### config.mk
export PLATFORM = sky130hd
export DESIGN_NAME = pulse_transmitter_sequencer
export DESIGN_NICKNAME = d
export VERILOG_FILES = /design/src/rtl/pulse_transmitter_sequencer_pkg.sv /design/src/rtl/pulse_transmitter_sequencer.sv
export SDC_FILE = /design/constraint.sdc
export NUM_CORES = 1
export LEC_CHECK = 0
export ABC_AREA = 0
export BUFFER_PORTS_ARGS = -buffer_cell sky130_fd_sc_hd__clkbuf_2
export CAP_MARGIN = 30
export CORE_UTILIZATION = 59
export DETAILED_ROUTE_END_ITERATION = 8
export GPL_TIMING_DRIVEN = 0
export PLACE_DENSITY = 0.85
export SYNTH_ARGS = -nofsm -noshare
export SYNTH_HDL_FRONTEND = slang
export SYNTH_SLANG_ARGS = --single-unit
### constraint.sdc
create_clock -name clk -period 3 [get_ports clk]
set_input_delay 0.6 -clock clk [delete_from_list [all_inputs] [get_ports clk]]
set_output_delay 0.6 -clock clk [all_outputs]
set_load 0.02 [all_outputs]
### src/rtl/pulse_transmitter_sequencer_pkg.sv
// Shared definitions for the pulse transmitter sequencer: FSM state encoding and
// the layout of a symbol word {level, duration} read from symbol memory.
package pulse_transmitter_sequencer_pkg;

    typedef enum logic [2:0] {
        IDLE  = 3'd0,
        FETCH = 3'd1,
        LOAD  = 3'd2,
        ARM   = 3'd3,
        RUN   = 3'd4
    } seq_state_t;

    // Duration occupies the low bits of a symbol word, the level bit sits directly above it.
    localparam int SYM_DUR_LSB = 0;

    function automatic int sym_level_bit(input int timer_width);
        return SYM_DUR_LSB + timer_width;
    endfunction

endpackage

### src/rtl/pulse_transmitter_sequencer.sv
// Plays a list of {level, duration} symbols from memory onto tx_out, pacing each
// symbol with an external countdown timer and prefetching the following symbol.
module pulse_transmitter_sequencer
    import pulse_transmitter_sequencer_pkg::*;
#(
    parameter int ADDR_WIDTH      = 6,
    parameter int TIMER_WIDTH     = 8,
    parameter int PRESCALER_WIDTH = 16,
    localparam int PW             = $clog2(PRESCALER_WIDTH)
) (
    input  logic                   clk,
    input  logic                   sys_rst,
    input  logic                   start,
    input  logic                   stop,
    input  logic [PW-1:0]          cfg_prescaler,
    input  logic [ADDR_WIDTH-1:0]  cfg_last_addr,
    input  logic [7:0]             cfg_loop_count,
    input  logic                   cfg_idle_level,
    output logic                   mem_rd,
    output logic [ADDR_WIDTH-1:0]  mem_addr,
    input  logic [TIMER_WIDTH:0]   mem_data,
    output logic                   timer_en,
    output logic [PW-1:0]          timer_prescaler,
    output logic [TIMER_WIDTH-1:0] timer_duration,
    input  logic                   timer_request,
    input  logic                   timer_pulse,
    output logic                   tx_out,
    output logic                   busy,
    output logic                   done
);

    localparam int LEVEL_BIT = sym_level_bit(TIMER_WIDTH);

    seq_state_t             state;
    logic [PW-1:0]          presc_q;
    logic [ADDR_WIDTH-1:0]  last_addr_q;
    logic                   idle_q;
    logic [7:0]             loops_left;
    logic [ADDR_WIDTH-1:0]  addr_q;
    logic                   nxt_level;
    logic [TIMER_WIDTH-1:0] nxt_dur;
    logic                   nxt_valid;
    logic                   nxt_end;
    logic                   rd_pending;

    logic                   nv_level;
    logic [TIMER_WIDTH-1:0] nv_dur;
    logic                   at_last;
    logic                   has_next;
    logic [ADDR_WIDTH-1:0]  follow_addr;
    logic                   issue_next;

    // At the minimum symbol interval the prefetched word is still on mem_data when
    // it is needed, so bypass the next-symbol register until it has been captured.
    always_comb begin
        nv_level    = nxt_valid ? nxt_level : mem_data[LEVEL_BIT];
        nv_dur      = nxt_valid ? nxt_dur : mem_data[SYM_DUR_LSB +: TIMER_WIDTH];
        at_last     = (addr_q == last_addr_q);
        has_next    = !at_last || (loops_left != 8'd0);
        follow_addr = at_last ? '0 : addr_q + ADDR_WIDTH'(1);
        issue_next  = (state == LOAD) || ((state == RUN) && timer_pulse && !nxt_end);
    end

    always_ff @(posedge clk) begin
        if (sys_rst) begin
            state           <= IDLE;
            presc_q         <= '0;
            last_addr_q     <= '0;
            idle_q          <= 1'b0;
            loops_left      <= '0;
            addr_q          <= '0;
            nxt_level       <= 1'b0;
            nxt_dur         <= '0;
            nxt_valid       <= 1'b0;
            nxt_end         <= 1'b0;
            rd_pending      <= 1'b0;
            mem_rd          <= 1'b0;
            mem_addr        <= '0;
            timer_en        <= 1'b0;
            timer_prescaler <= '0;
            timer_duration  <= '0;
            tx_out          <= 1'b0;
            busy            <= 1'b0;
            done            <= 1'b0;
        end else begin
            mem_rd     <= 1'b0;
            done       <= 1'b0;
            rd_pending <= mem_rd;
            if (stop && (state != IDLE)) begin
                state     <= IDLE;
                timer_en  <= 1'b0;
                tx_out    <= idle_q;
                busy      <= 1'b0;
                nxt_valid <= 1'b0;
            end else begin
                case (state)
                    IDLE: begin
                        if (start && !stop) begin
                            presc_q     <= cfg_prescaler;
                            last_addr_q <= cfg_last_addr;
                            idle_q      <= cfg_idle_level;
                            loops_left  <= cfg_loop_count;
                            addr_q      <= '0;
                            mem_rd      <= 1'b1;
                            mem_addr    <= '0;
                            tx_out      <= cfg_idle_level;
                            busy        <= 1'b1;
                            nxt_valid   <= 1'b0;
                            nxt_end     <= 1'b0;
                            state       <= FETCH;
                        end
                    end
                    FETCH: state <= LOAD;
                    LOAD: begin
                        tx_out          <= mem_data[LEVEL_BIT];
                        timer_duration  <= mem_data[SYM_DUR_LSB +: TIMER_WIDTH];
                        timer_prescaler <= presc_q;
                        state           <= ARM;
                    end
                    ARM: begin
                        timer_en <= 1'b1;
                        state    <= RUN;
                    end
                    RUN: begin
                        if (rd_pending) begin
                            nxt_level <= mem_data[LEVEL_BIT];
                            nxt_dur   <= mem_data[SYM_DUR_LSB +: TIMER_WIDTH];
                            nxt_valid <= 1'b1;
                        end
                        if (timer_request && !nxt_end) begin
                            timer_duration <= nv_dur;
                        end
                        if (timer_pulse) begin
                            if (nxt_end) begin
                                tx_out   <= idle_q;
                                timer_en <= 1'b0;
                                done     <= 1'b1;
                                busy     <= 1'b0;
                                state    <= IDLE;
                            end else begin
                                tx_out    <= nv_level;
                                nxt_valid <= 1'b0;
                            end
                        end
                    end
                    default: state <= IDLE;
                endcase

                // One read per symbol: wrap to address 0 while repetitions remain, else mark END.
                if (issue_next) begin
                    mem_rd  <= has_next;
                    nxt_end <= !has_next;
                    if (has_next) begin
                        mem_addr <= follow_addr;
                        addr_q   <= follow_addr;
                        if (at_last) begin
                            loops_left <= loops_left - 8'd1;
                        end
                    end
                end
            end
        end
    end

endmodule

* After elaboration in Yosys (flattened, before gate mapping)
Cells that the tools add are included.
** Cells by class
- Add/subtract/negate cells :: 2
- Equality and inequality tests :: 11
- Multiplexer cells :: 43
- Bitwise gates (word level) :: 3
- Reductions and logical operators :: 32
** Operator list (count)
- two-way mux 8 bit :: 7
- two-way mux 6 bit :: 9
- AND reduction 3 bit :: 7
- two-way mux 1 bit :: 18
- one-hot mux 8 bit (2 select lines) :: 1
- one-hot mux 3 bit (5 select lines) :: 1
- nonzero test 2 bit :: 5
- two-way mux 3 bit :: 3
- nonzero test 8 bit :: 1
- subtractor 8 x 1 -> 8 bit (second input constant) :: 1
- adder 6 x 1 -> 6 bit (second input constant) :: 1
- equality test 3 x 2 -> 1 bit (second input constant) :: 2
- equality test 6 bit :: 1
- inequality test 2 bit (second input constant) :: 3
- one-hot mux 1 bit (2 select lines) :: 3
- logical AND 1 bit :: 5
- logical NOT 1 bit :: 4
- AND reduction 2 bit :: 2
- AND reduction 4 bit :: 1
- nonzero test 4 bit :: 1
- OR reduction 4 bit :: 1
- equality test 3 x 1 -> 1 bit (second input constant) :: 1
- equality test 3 bit (second input constant) :: 1
- logical NOT 3 bit :: 1
- 8 further kinds :: 11
** Storage, ports and cells
- Register bits :: 63
- Input bits :: 34

* Logic depth before layout (Yosys ltp)
Gate-level depths: netlist (run 1).
- Depth in word-level cells :: 7
- Mapped depth :: 8
- Depth with buffers taken out :: 7

* Least setup slack after synthesis (run 1)
OpenSTA, ideal clock, no wires.
- Kind :: input to register
- Start point :: input port stop
- End point :: register loops_left[5]
- Setup time :: 74 ps
- Arrival :: 1981 ps
- Required time :: 2926 ps
- Slack :: 945 ps
- Cell stages on the path :: 6
- Path buffers :: 1
- Cell sequence :: or3_1 nor3b_4 buf_2 nand2_1 a211o_1 a31oi_1
** Between the ends
- Word-level cells in the longest chain between the ends :: 7
- Elaborated cells on any way between the ends :: 8
- Those cells by class :: mux: 5; reduce/logical: 3
** RTL lines
- start, declared :: line pulse_transmitter_sequencer.sv:14 : input logic stop,
- logical NOT 1 bit :: line pulse_transmitter_sequencer.sv:98 : if (start && !stop) begin
- logical AND 1 bit :: line pulse_transmitter_sequencer.sv:98
- two-way mux 8 bit :: line pulse_transmitter_sequencer.sv:98
- two-way mux 8 bit :: line pulse_transmitter_sequencer.sv:96 : case (state)
- two-way mux 8 bit :: line pulse_transmitter_sequencer.sv:156 : if (at_last) begin
- two-way mux 8 bit :: line pulse_transmitter_sequencer.sv:153 : if (has_next) begin
- two-way mux 8 bit :: line pulse_transmitter_sequencer.sv:150 : if (issue_next) begin
- end signal, assigned :: line pulse_transmitter_sequencer.sv:102 : loops_left <= cfg_loop_count;
- end signal, assigned :: line pulse_transmitter_sequencer.sv:157 : loops_left <= loops_left - 8'd1;
- end, declared :: line pulse_transmitter_sequencer.sv:38 : logic [7:0] loops_left;
Several ways; a longest one is shown, not always the timed one.
A chain may end at the register's enable or synchronous reset.

* Final worst setup path (run 1)
- Start point :: register state[2]
- End point :: register nxt_valid
** Between the ends
- Word-level cells in the longest chain between the ends :: 3
- Elaborated cells on any way between the ends :: 9
- Those cells by class :: eq/ne: 2; mux: 1; reduce/logical: 6
** RTL lines
- start, declared :: line pulse_transmitter_sequencer.sv:34 : seq_state_t state;
- start signal, assigned :: line pulse_transmitter_sequencer.sv:66 : state <= IDLE;
- start signal, assigned :: line pulse_transmitter_sequencer.sv:90 : state <= IDLE;
- start signal, assigned :: line pulse_transmitter_sequencer.sv:110 : state <= FETCH;
- logical NOT 3 bit, or another cell as far along :: line pulse_transmitter_sequencer.sv:96
- inequality test 2 bit (no source line), or another cell as far along
- AND reduction 2 bit (no source line) / OR reduction 2 bit (equally long branches)
- end signal, assigned :: line pulse_transmitter_sequencer.sv:94 : nxt_valid <= 1'b0;
- end signal, assigned :: line pulse_transmitter_sequencer.sv:108 : nxt_valid <= 1'b0;
- end signal, assigned :: line pulse_transmitter_sequencer.sv:128 : nxt_valid <= 1'b1;
- end, declared :: line pulse_transmitter_sequencer.sv:42 : logic nxt_valid;
Several ways; a longest one is shown, not always the timed one.

==> results of run 1 <==
==> metrics by stage <==
stage          std cells  power (mW)  hold slack, ps  util (%)
3_5_place_dp         452        1.18             448      68.8
5_1_grt              468        1.98             483      73.0
4_1_cts              468        1.91             459      73.0
6_report             468        1.90             461      73.0
2_1_floorplan        330        1.10             436         -
3_3_place_gp         452        1.17             434      68.8
==> critical path, cell delays in order, from the launching register on <==
cell and delay [ps]:
dfxtp_1 360, clkbuf_1 230, o31ai_1 990, nand2_1 500
nor4_1 350
==> final cells by class <==
class	count	area, sq um	area share, %
Clock inverter	5	56.3	1.63
Timing Repair Buffer	55	275	7.98
Tap cell	67	83.8	2.43
Multi-Input combinational cell	239	1510	43.8
Inverter	8	30.0	0.871
Sequential cell	63	1260	36.6
Buffer	20	90.1	2.61
Clock buffer	11	141	4.10
==> power by group <==
part	switching [mW]	internal, mW
combinational	0.162	0.114
clock	0.328	0.406
sequential	0.0242	0.866
==> registers in the layout, indices dropped and copies added, names as in the netlist, 3 cells and up <==
name,flops
loops_left,8
nxt_dur,8
timer_duration,8
addr_q,6
last_addr_q,6
mem_addr,6
presc_q,4
timer_prescaler,4
state,3
==> worst paths after layout <==
| kind | endpoint | slack [ps] | cells after the start |
|---|---|---|---|
| worst max-delay path | nxt_valid | 490 | 4 |
| worst min-delay path | presc_q[2] | 460 | 2 |
| worst max register to register | nxt_valid | 490 | 4 |
| worst min register to register | presc_q[2] | 460 | 2 |
==> routing by layer <==
| layer | up-vias | wire (microns) | part of all wire [%] | global-route usage, % |
|---|---|---|---|---|
| met5 | - | 0 | 0 | 0 |
| met4 | 0 | 108 | 1.6 | 15.7 |
| met3 | 13 | 442 | 6.7 | 6.67 |
| met2 | 100 | 3130 | 48 | 44.0 |
| met1 | 1189 | 2880 | 44 | 32.8 |
| li1 | 1297 | - | - | - |
==> cells in the final DEF (no fill, tap or decap), types with 2 or more instances in the layout <==
cell and n:
xor2_1 2, nand2_1 41, a22o_1 2, nor2b_1 3, clkbuf_1 12, o32ai_1 2
dfxtp_1 63, a31oi_1 3, or3_1 3, clkinv_2 2, xnor2_1 9, nor2_1 41
a211oi_1 12, nor4_1 2, a2bb2oi_1 2, buf_2 5, mux2i_1 25, nand3b_1 3
o31ai_1 3, o21ai_0 5, clkbuf_8 10, a21oi_1 22, buf_1 2, a21o_1 9
mux2_2 3, o31a_1 2, a211o_1 3, nor3_1 8, ha_1 2, clkbuf_2 56
nand3_1 9, nand2b_1 2, and2_1 2, inv_1 8
==> cells by family after synthesis <==
group / count (synthesis)
compound gates: 73
xor+xnor: 11
fa+ha+maj: 2
buf+inv: 28
flops: 63
mux: 28
simple gates: 125
==> results_dict.tcl, run 1 <==
set metrics [dict create \
    synth.yosys.seq_area_share_pct 43.6 \
    postPlaceCellArea_sq_mm 0.00325 \
    yosysMostFrequentCell "dfxtp_1" \
    setup_fix_buffers_added_after_clock_tree_synthesis 0 \
    critical_path.endpoint_type "flop" \
    floorplan.die_area_sq_mm 0.00518 \
    num_antenna_cells 0 \
    synth-main-ff-cell "dfxtp_1" \
    synth_nets 366 \
    grt_first_pass_wirelength_mm 10.7 \
    remaining_drc_errors 0 \
    drt.antenna.violating_nets 0 \
    cts_inserted_buffers 9 \
    grt-ovfl-total 0 \
    design.final.nets 432 \
    design.portCount 57 \
    unique_masters_post_synth 52 \
    floorplan.initialDensity_pct 61.2 \
    clkTransAtPathRegs_ps 70 \
    numClockSinks 63 \
    synthTopCellsByArea "dfxtp_1 44%, mux2i_1 8.7%, nand2_1 5.3%" \
    cts_tree "built" \
    hold_path_class "reg2reg" \
    cts_max_path_bufs 2 \
    clock_tree.root_cell "clkbuf_8" \
    worstSetupPathType "reg2reg" \
    placer_congestion 0.877 \
    post-route-period-util_pct 83.7 \
    floorplan.die.width_microns 72.0 \
    number_of_antenna_violations_at_the_first_check_in_global_routing 0 \
    netlist_top_cells_count "63 x dfxtp_1, 41 x nand2_1, 41 x nor2_1" \
    synth.largest_area_cell "dfxtp_1" \
    final-setup-viol-count 0 \
    fraction_of_post_synthesis_cell_area_in_the_top_cell_type_by_area_pct 43.6 \
    startpoint_type "flop" \
    outcome "completed" \
    htree_num_levels 3 \
    relSlewSlack_pct 23.9 \
    grt_setup_unrepaired "false" \
    pre_cts_slack_ps 565 \
    synth_enable_flop_cells 0 \
    first_global_vias 2440 \
    chipHeight_microns 72.0 \
    worst_ep_arrival_time_ps 2760 \
    finalWorstPathRequiredPeriod_ps 2510 \
    cp_max_fo 10 \
    synthArstFlopShare_pct 0 \
    arithmetic_cell_share_of_the_synthesized_area_counting_full_adders_half_adders_and_majority_gates_pct 0.865 \
    routed_wl_mm 6.56 \
    coreArea_sq_mm 0.00472 \
    cellLeakagePower_nw 1.51 \
    overall_fraction_of_global_route_tracks_in_use_pct 27.1 \
    netlist_instances 330 \
    irDropWorstVdd_v 0.000361 \
    synth_mux_area_share_pct 9.82 \
    maximum_number_of_pins_on_one_net_before_global_route_repair 12 \
    synthXorXnorAreaFrac_pct 3.33 \
    yosys_register_bits 63 \
    drt_iter0_drc 245 \
    max_clock_freq_mhz 398 \
    hold_buffers 0 \
    clock_insertion_delay_worst_skew_ps 340 \
    max_slew.worst_pin.slew_ps 1130 \
    fillers 352 \
    cp.required_ps 3250 \
    standard_cell_row_count 25 \
    drive_gt1_share_pct 21.9 \
    maxCapViolations 0 \
    vias_per_cell 5.55 \
    worst_clock_skew_ps 7.06 \
    final_design_area_no_fill_sq_mm 0.00345 \
    drt_pre_antenna_iters 5 \
    critical_path.startpoint "state[2]" \
    fin_tns_setup_ps 0 \
    count_of_final_max_slew_check_failures 0 \
    synth-warning-count 0 \
    power.density_mw_per_mm2 551 \
    netlist_area_sq_mm 0.00289 \
    synth_area_per_cell_sq_um 8.76 \
    wl_cell_microns 14.0 \
    worst_hold_startpoint "presc_q[2]" \
    postLayoutSetupSlackWorst_ps 489 \
    total_vias_in_the_final_route 2599 \
    cts.repair.resized 0 \
    port-buffer-count 55 \
    synth_simple_gate_area_share_pct 20.9 \
    finalHoldViolations 0 \
    crit-reg2reg-launch "state[2]" \
    dp.final_hpwl_mm 4.64 \
    largest_family_of_logic_cells_by_synthesized_area "simple AND/OR/NAND/NOR gates" \
    synth_compound_gate_area_share_pct 17.3 \
    areaGrowthSynthToFinish_pct 19.3 \
]
(Power assumes the default switching activity.)
==> run 2: changes to the inputs <==
Settings changed: ABC_AREA 0 to 1, CORE_UTILIZATION 59 to 55, PLACE_DENSITY 0.85 to 0.79.
Clock period 3 ns to 2.5 ns, I/O delays scaled along.
==> results_dict.tcl, run 2 <==
set metrics [dict create \
    first_global_vias 2655 \
    maximum_number_of_pins_on_one_net_before_global_route_repair 13 \
    crit-reg2reg-launch "state[2]" \
    overall_fraction_of_global_route_tracks_in_use_pct 26.5 \
    num_antenna_cells 0 \
    timing.critical_path.mode_cell "nor2_1" \
    layout_common_cells "76 x nand2_1, 63 x dfxtp_1, 56 x clkbuf_2" \
    finalPower_mw 3.03 \
    synth-warning-count 0 \
    slowest_stage "dfxtp_1" \
    hold_buffers 0 \
    outcome "completed" \
    synth_area_per_cell_sq_um 7.12 \
    synth.yosys.seq_area_share_pct 42.2 \
    final-setup-viol-count 0 \
    synthTopCellsByArea "dfxtp_1 42%, nand2_1 9.5%, o21ai_0 7.2%" \
    cts_max_path_bufs 2 \
    chipHeight_microns 75.8 \
    wl_cell_microns 12.8 \
    count_of_final_max_slew_check_failures 0 \
    total_vias_in_the_final_route 2966 \
    finalWorstPathRequiredPeriod_ps 1770 \
    floorplan.die_area_sq_mm 0.00574 \
    critical_path.endpoint_type "flop" \
    m1WireLength_mm 3.10 \
    dp.final_hpwl_mm 5.11 \
    worst_clock_skew_ps 5.11 \
    numClockSinks 63 \
    synth.largest_area_cell "dfxtp_1" \
    cts.repair.resized 0 \
    intPower_mw 1.97 \
    critical_path.startpoint "state[2]" \
    clkTransAtPathRegs_ps 70 \
    irDropWorstVdd_v 0.000596 \
    place_inst 546 \
    clock_insertion_delay_worst_skew_ps 350 \
    areaGrowthSynthToFinish_pct 19.7 \
    layout.cells.non_filler 562 \
    maxCapViolations 0 \
    net_sw_share_pct 35.0 \
    route.met3.wl_microns 539 \
    standard_cell_row_count 26 \
    cpPeakStageDelay_ps 380 \
    fin_tns_setup_ps 0 \
    largestRegisters "loops_left (8), nxt_dur (8), timer_duration (8)" \
    remaining_drc_errors 0 \
    cts_tree "built" \
    startpoint_type "flop" \
    yosys_register_bits 63 \
    final_design_area_no_fill_sq_mm 0.00358 \
    max_clock_freq_mhz 564 \
    design.final.nets 523 \
    p_clk_share_pct 32.6 \
    worst_ep_arrival_time_ps 2020 \
    p_sw_mw 1.06 \
    floorplan.initialDensity_pct 57.8 \
    power.combinational.fraction_pct 28.4 \
    drt.antenna.violating_nets 0 \
    coreArea_sq_mm 0.00517 \
    layout_commonest_cell "nand2_1" \
    drt_pre_antenna_iters 5 \
    finalHoldViolations 0 \
    power.density_mw_per_mm2 847 \
    hold_path_class "in2reg" \
    unique_masters_post_synth 27 \
    relSlewSlack_pct 69.5 \
    netlist_top_cells_count "76 x nand2_1, 63 x dfxtp_1, 51 x inv_1" \
    synth-main-ff-cell "dfxtp_1" \
    htree_num_levels 3 \
    utilization_of_the_core_after_routing_pct 69.2 \
    max_slew.worst_pin.slew_ps 458 \
    drt_iter0_drc 216 \
    top_layer_used "met4" \
    yosysMostFrequentCell "nand2_1" \
    port-buffer-count 56 \
    cts_inserted_buffers 9 \
    postPlaceCellArea_sq_mm 0.00336 \
    fraction_of_post_synthesis_cell_area_in_the_top_cell_type_by_area_pct 42.2 \
    synth_nets 456 \
    drive_gt1_share_pct 21.1 \
    cp.required_ps 2740 \
    worst_hold_startpoint "cfg_prescaler[1]" \
    synthArstFlopShare_pct 0 \
    netlist_area_sq_mm 0.00299 \
    design.portCount 57 \
    met2_wirelength_mm 3.42 \
    number_of_antenna_violations_at_the_first_check_in_global_routing 0 \
    cp_max_fo 9 \
    grt_setup_unrepaired "false" \
    placer_congestion 0.874 \
    synth_enable_flop_cells 0 \
    netlist_instances 420 \
    grt-ovfl-total 0 \
    post-route-period-util_pct 71.0 \
    cellLeakagePower_nw 1.63 \
    power.sequential.fraction_pct 39.1 \
    floorplan.die.width_microns 75.8 \
    routed_wl_mm 7.20 \
    cp_cell_sequence "nor2_4 -> nand2_1 -> inv_1 -> nor2_2 -> nor3_4 -> inv_2 -> nor2_1 -> nor2_1" \
    grt_first_pass_wirelength_mm 11.4 \
    vias_per_cell 5.28 \
    worstSetupPathType "reg2reg" \
    clock_tree.root_cell "clkbuf_8" \
    setup_fix_buffers_added_after_clock_tree_synthesis 0 \
]
run 2: changes by cell type in the layout (fill, tap and decap cells not counted), sizes merged, moves of 20 or more:
cell / delta
a21oi: +20
inv: +48
mux2i: -25
nand2: +38
nand3: +27
o21ai: +39
run 2: kinds of logic (layout without fill, tap and decap cells):
kind of cell | count (synthesis) | count (layout) | synth area share [%]
adder cells (fa/ha/maj) | 2 | 2 | 0.836
XOR/XNOR | 6 | 6 | 1.76
AND/OR/NAND/NOR | 184 | 184 | 28.2
AO/OA/AOI/OAI | 88 | 88 | 14.9
flip-flops | 63 | 63 | 42.2
multiplexers | 8 | 8 | 3.01
buffers and inverters | 69 | 141 | 9.16
run 2: worst paths after layout:
path,end,slack [ps],cells past startpoint
setup / recovery,timer_duration[5],730,8
setup reg to reg,timer_duration[5],730,8
hold reg to reg,nxt_dur[5],450,2
hold / removal,presc_q[1],380,3
run 2: metrics by stage:
stage / setup WS [ps] / hold WS, ps
2_1_floorplan: 878 / 420
3_3_place_gp: 442 / 427
3_5_place_dp: 404 / 439
4_1_cts: 717 / 378
5_1_grt: 532 / 395
6_report: 726 / 380
run 2: cell type report:
type / count / area, sq um
Clock inverter: 7 / 97.6
Timing Repair Buffer: 56 / 280
Fill cell: 442 / 1590
Inverter: 57 / 214
Buffer: 12 / 60.1
Tap cell: 70 / 87.6
Sequential cell: 63 / 1260
Clock buffer: 9 / 124
Multi-Input combinational cell: 288 / 1460
run 2: per-layer routing:
metal	vias to the layer above	global-route usage, %
met4	0	12.8
met5	-	0
li1	1493	-
met1	1350	31.7
met3	12	5.03
met2	111	45.5
run 2: critical path: cells and delay by family (launching register included):
family	cells	cell delay, ps
buffers and inverters	2	360
DFF	1	380
and+or+nand+nor	6	920
run 2: power by group through the flow:
| stage | Sequential (mW) | Combinational [mW] | Clock, mW |
|---|---|---|---|
| floorplan | 1.24 | 0.597 | 0 |
| global placement | 1.20 | 0.826 | 0 |
| detailed placement | 1.20 | 0.850 | 0 |
| CTS | 1.18 | 0.855 | 0.995 |
| global route | 1.20 | 0.963 | 1.03 |
| finish | 1.19 | 0.860 | 0.987 |
==> run 3: changes to the inputs <==
Settings changed: ABC_AREA 1 to 0, PLACE_DENSITY 0.79 to 0.8.
Clock period 2.5 ns to 1.8 ns, I/O delays scaled along.
==> results_dict.tcl, run 3 (synthesis results as in run 1) <==
set metrics [dict create \
    areaGrowthSynthToFinish_pct 30.8 \
    startpoint_type "flop" \
    cts_inserted_buffers 9 \
    drt_iter0_drc 384 \
    cellLeakagePower_nw 1.66 \
    layout.cells.non_filler 491 \
    grt_setup_unrepaired "true" \
    cts_tree "built" \
    remaining_drc_errors 0 \
    total_vias_in_the_final_route 2777 \
    overall_fraction_of_global_route_tracks_in_use_pct 27.0 \
    outcome "complete, but fails checks" \
    routed_wl_mm 7.52 \
    count_of_final_max_slew_check_failures 0 \
    worstSetupPathType "reg2reg" \
    max_clock_freq_mhz 496 \
    design.final.nets 452 \
    timing.critical_path.mode_cell "buf_4" \
    coreArea_sq_mm 0.00507 \
    floorplan.die_area_sq_mm 0.00555 \
    num_antenna_cells 0 \
    cp_cell_sequence "buf_4 -> nand4bb_4 -> a21oi_1 -> nor4b_4 -> buf_4 -> mux2_2 -> o21ai_1" \
    relSlewSlack_pct 55.1 \
    power.density_mw_per_mm2 847 \
    standard_cell_row_count 26 \
    design.portCount 57 \
    grt_first_pass_wirelength_mm 11.3 \
    dp.final_hpwl_mm 4.62 \
    crit_path_buffers_inverters 2 \
    layout_common_cells "58 x clkbuf_2, 55 x dfxtp_1, 40 x nand2_1, 40 x nor2_1, 25 x mux2i_1" \
    finalWorstPathRequiredPeriod_ps 2020 \
    floorplan.initialDensity_pct 57.0 \
    cpLargestDelayFamily "simple AND/OR/NAND/NOR gates" \
    largestRegisters "loops_left (8), nxt_dur (8), timer_duration (8)" \
    maxCapViolations 0 \
    postPlaceCellArea_sq_mm 0.00328 \
    number_of_antenna_violations_at_the_first_check_in_global_routing 0 \
    placer_congestion 0.862 \
    irDropWorstVdd_v 0.000527 \
    clock_tree.root_cell "clkbuf_8" \
    chipHeight_microns 74.5 \
    finalPower_mw 3.20 \
    numClockSinks 63 \
    first_global_vias 2453 \
    cp_max_fo 9 \
    layout_commonest_cell "clkbuf_2" \
    wl_cell_microns 15.3 \
    final-setup-viol-count 21 \
    crit-reg2reg-launch "state[1]" \
    htree_num_levels 3 \
    clkTransAtPathRegs_ps 70 \
    postLayoutSetupSlackWorst_ps -217 \
    vias_per_cell 5.66 \
    drt_pre_antenna_iters 5 \
    drt.antenna.violating_nets 0 \
    cp.required_ps 2070 \
    worst_hold_startpoint "cfg_last_addr[0]" \
    cpPeakStageDelay_ps 360 \
    floorplan.die.width_microns 74.5 \
    critical_path.startpoint "state[1]" \
    failed_checks "setup timing" \
    grt-ovfl-total 0 \
    hold_path_class "in2reg" \
    maximum_number_of_pins_on_one_net_before_global_route_repair 11 \
    utilization_of_the_core_after_routing_pct 74.5 \
    place_inst 455 \
    worst_ep_arrival_time_ps 2290 \
    drive_gt1_share_pct 33.3 \
    port-buffer-count 55 \
    finalHoldViolations 0 \
    final_design_area_no_fill_sq_mm 0.00378 \
    cts_max_path_bufs 2 \
    clock_insertion_delay_worst_skew_ps 340 \
    critical_path.endpoint_type "flop" \
    worst_clock_skew_ps 8.48 \
    max_slew.worst_pin.slew_ps 674 \
    slowest_stage "mux2_2" \
    post-route-period-util_pct 112 \
]
==> run 3: changes by cell type in the layout (fill, tap and decap cells not counted), moves of 22 or more <==
| cell | delta |
|---|---|
| nand2_1 | -36 |
| a21oi_1 | -22 |
| o21ai_0 | -40 |
| inv_1 | -43 |
| mux2i_1 | +25 |
| nand3_1 | -26 |
==> run 3: repair_timing <==
item	4_1_cts	5_1_grt
resized for setup	32	17
setup endpoints to repair	56	44
endpoints found under the hold margin	0	0
hold buffers	0	0
setup buffers	11	10
pin swaps	9	11
cloned	0	1
==> run 3: power by group <==
part | leakage, nW | switching, mW | total, mW | internal (mW)
sequential | 0.514 | 0.0436 | 1.49 | 1.45
clock | 0.0959 | 0.535 | 1.10 | 0.566
combinational | 1.05 | 0.333 | 0.614 | 0.281
==> run 3: metrics by stage <==
| stage | hold slack, ps | setup WS (ps) | TNS (ps) |
|---|---|---|---|
| 5_1_grt | 251 | -303 | -4590 |
| 6_report | 239 | -217 | -3180 |
| 3_3_place_gp | 436 | -570 | -16560 |
| 2_1_floorplan | 436 | -167 | -2140 |
| 3_5_place_dp | 442 | -597 | -17400 |
| 4_1_cts | 238 | -190 | -2390 |
==> run 3: area by class of cell <==
| class | instances | area (sq um) |
|---|---|---|
| Buffer | 18 | 123 |
| Inverter | 8 | 30.0 |
| Clock buffer | 12 | 155 |
| Clock inverter | 4 | 20.0 |
| Multi-Input combinational cell | 239 | 1650 |
| Fill cell | 384 | 1290 |
| Tap cell | 70 | 87.6 |
| Timing Repair Buffer | 77 | 448 |
| Sequential cell | 63 | 1270 |
==> run 3: tightest hold or removal path: stages <==
cell	delay, ps
clkbuf_2	80
nand2_1	40
a21oi_1	50
==> run 3: worst paths after layout <==
| check | to | slack (ps) | cells past startpoint |
|---|---|---|---|
| max | loops_left[1] | -220 | 7 |
| min | last_addr_q[0] | 240 | 3 |
| max reg2reg | loops_left[1] | -220 | 7 |
| min reg2reg | mem_addr[0] | 460 | 1 |
==> run 3: layer usage <==
layer / vias to the layer above / share of wire, % / GRT usage [%]
li1: 1337 / - / -
met1: 1288 / 44 / 37.0
met2: 123 / 47 / 41.0
met3: 29 / 6.3 / 5.56
met4: 0 / 2.6 / 12.4
met5: - / 0 / 0
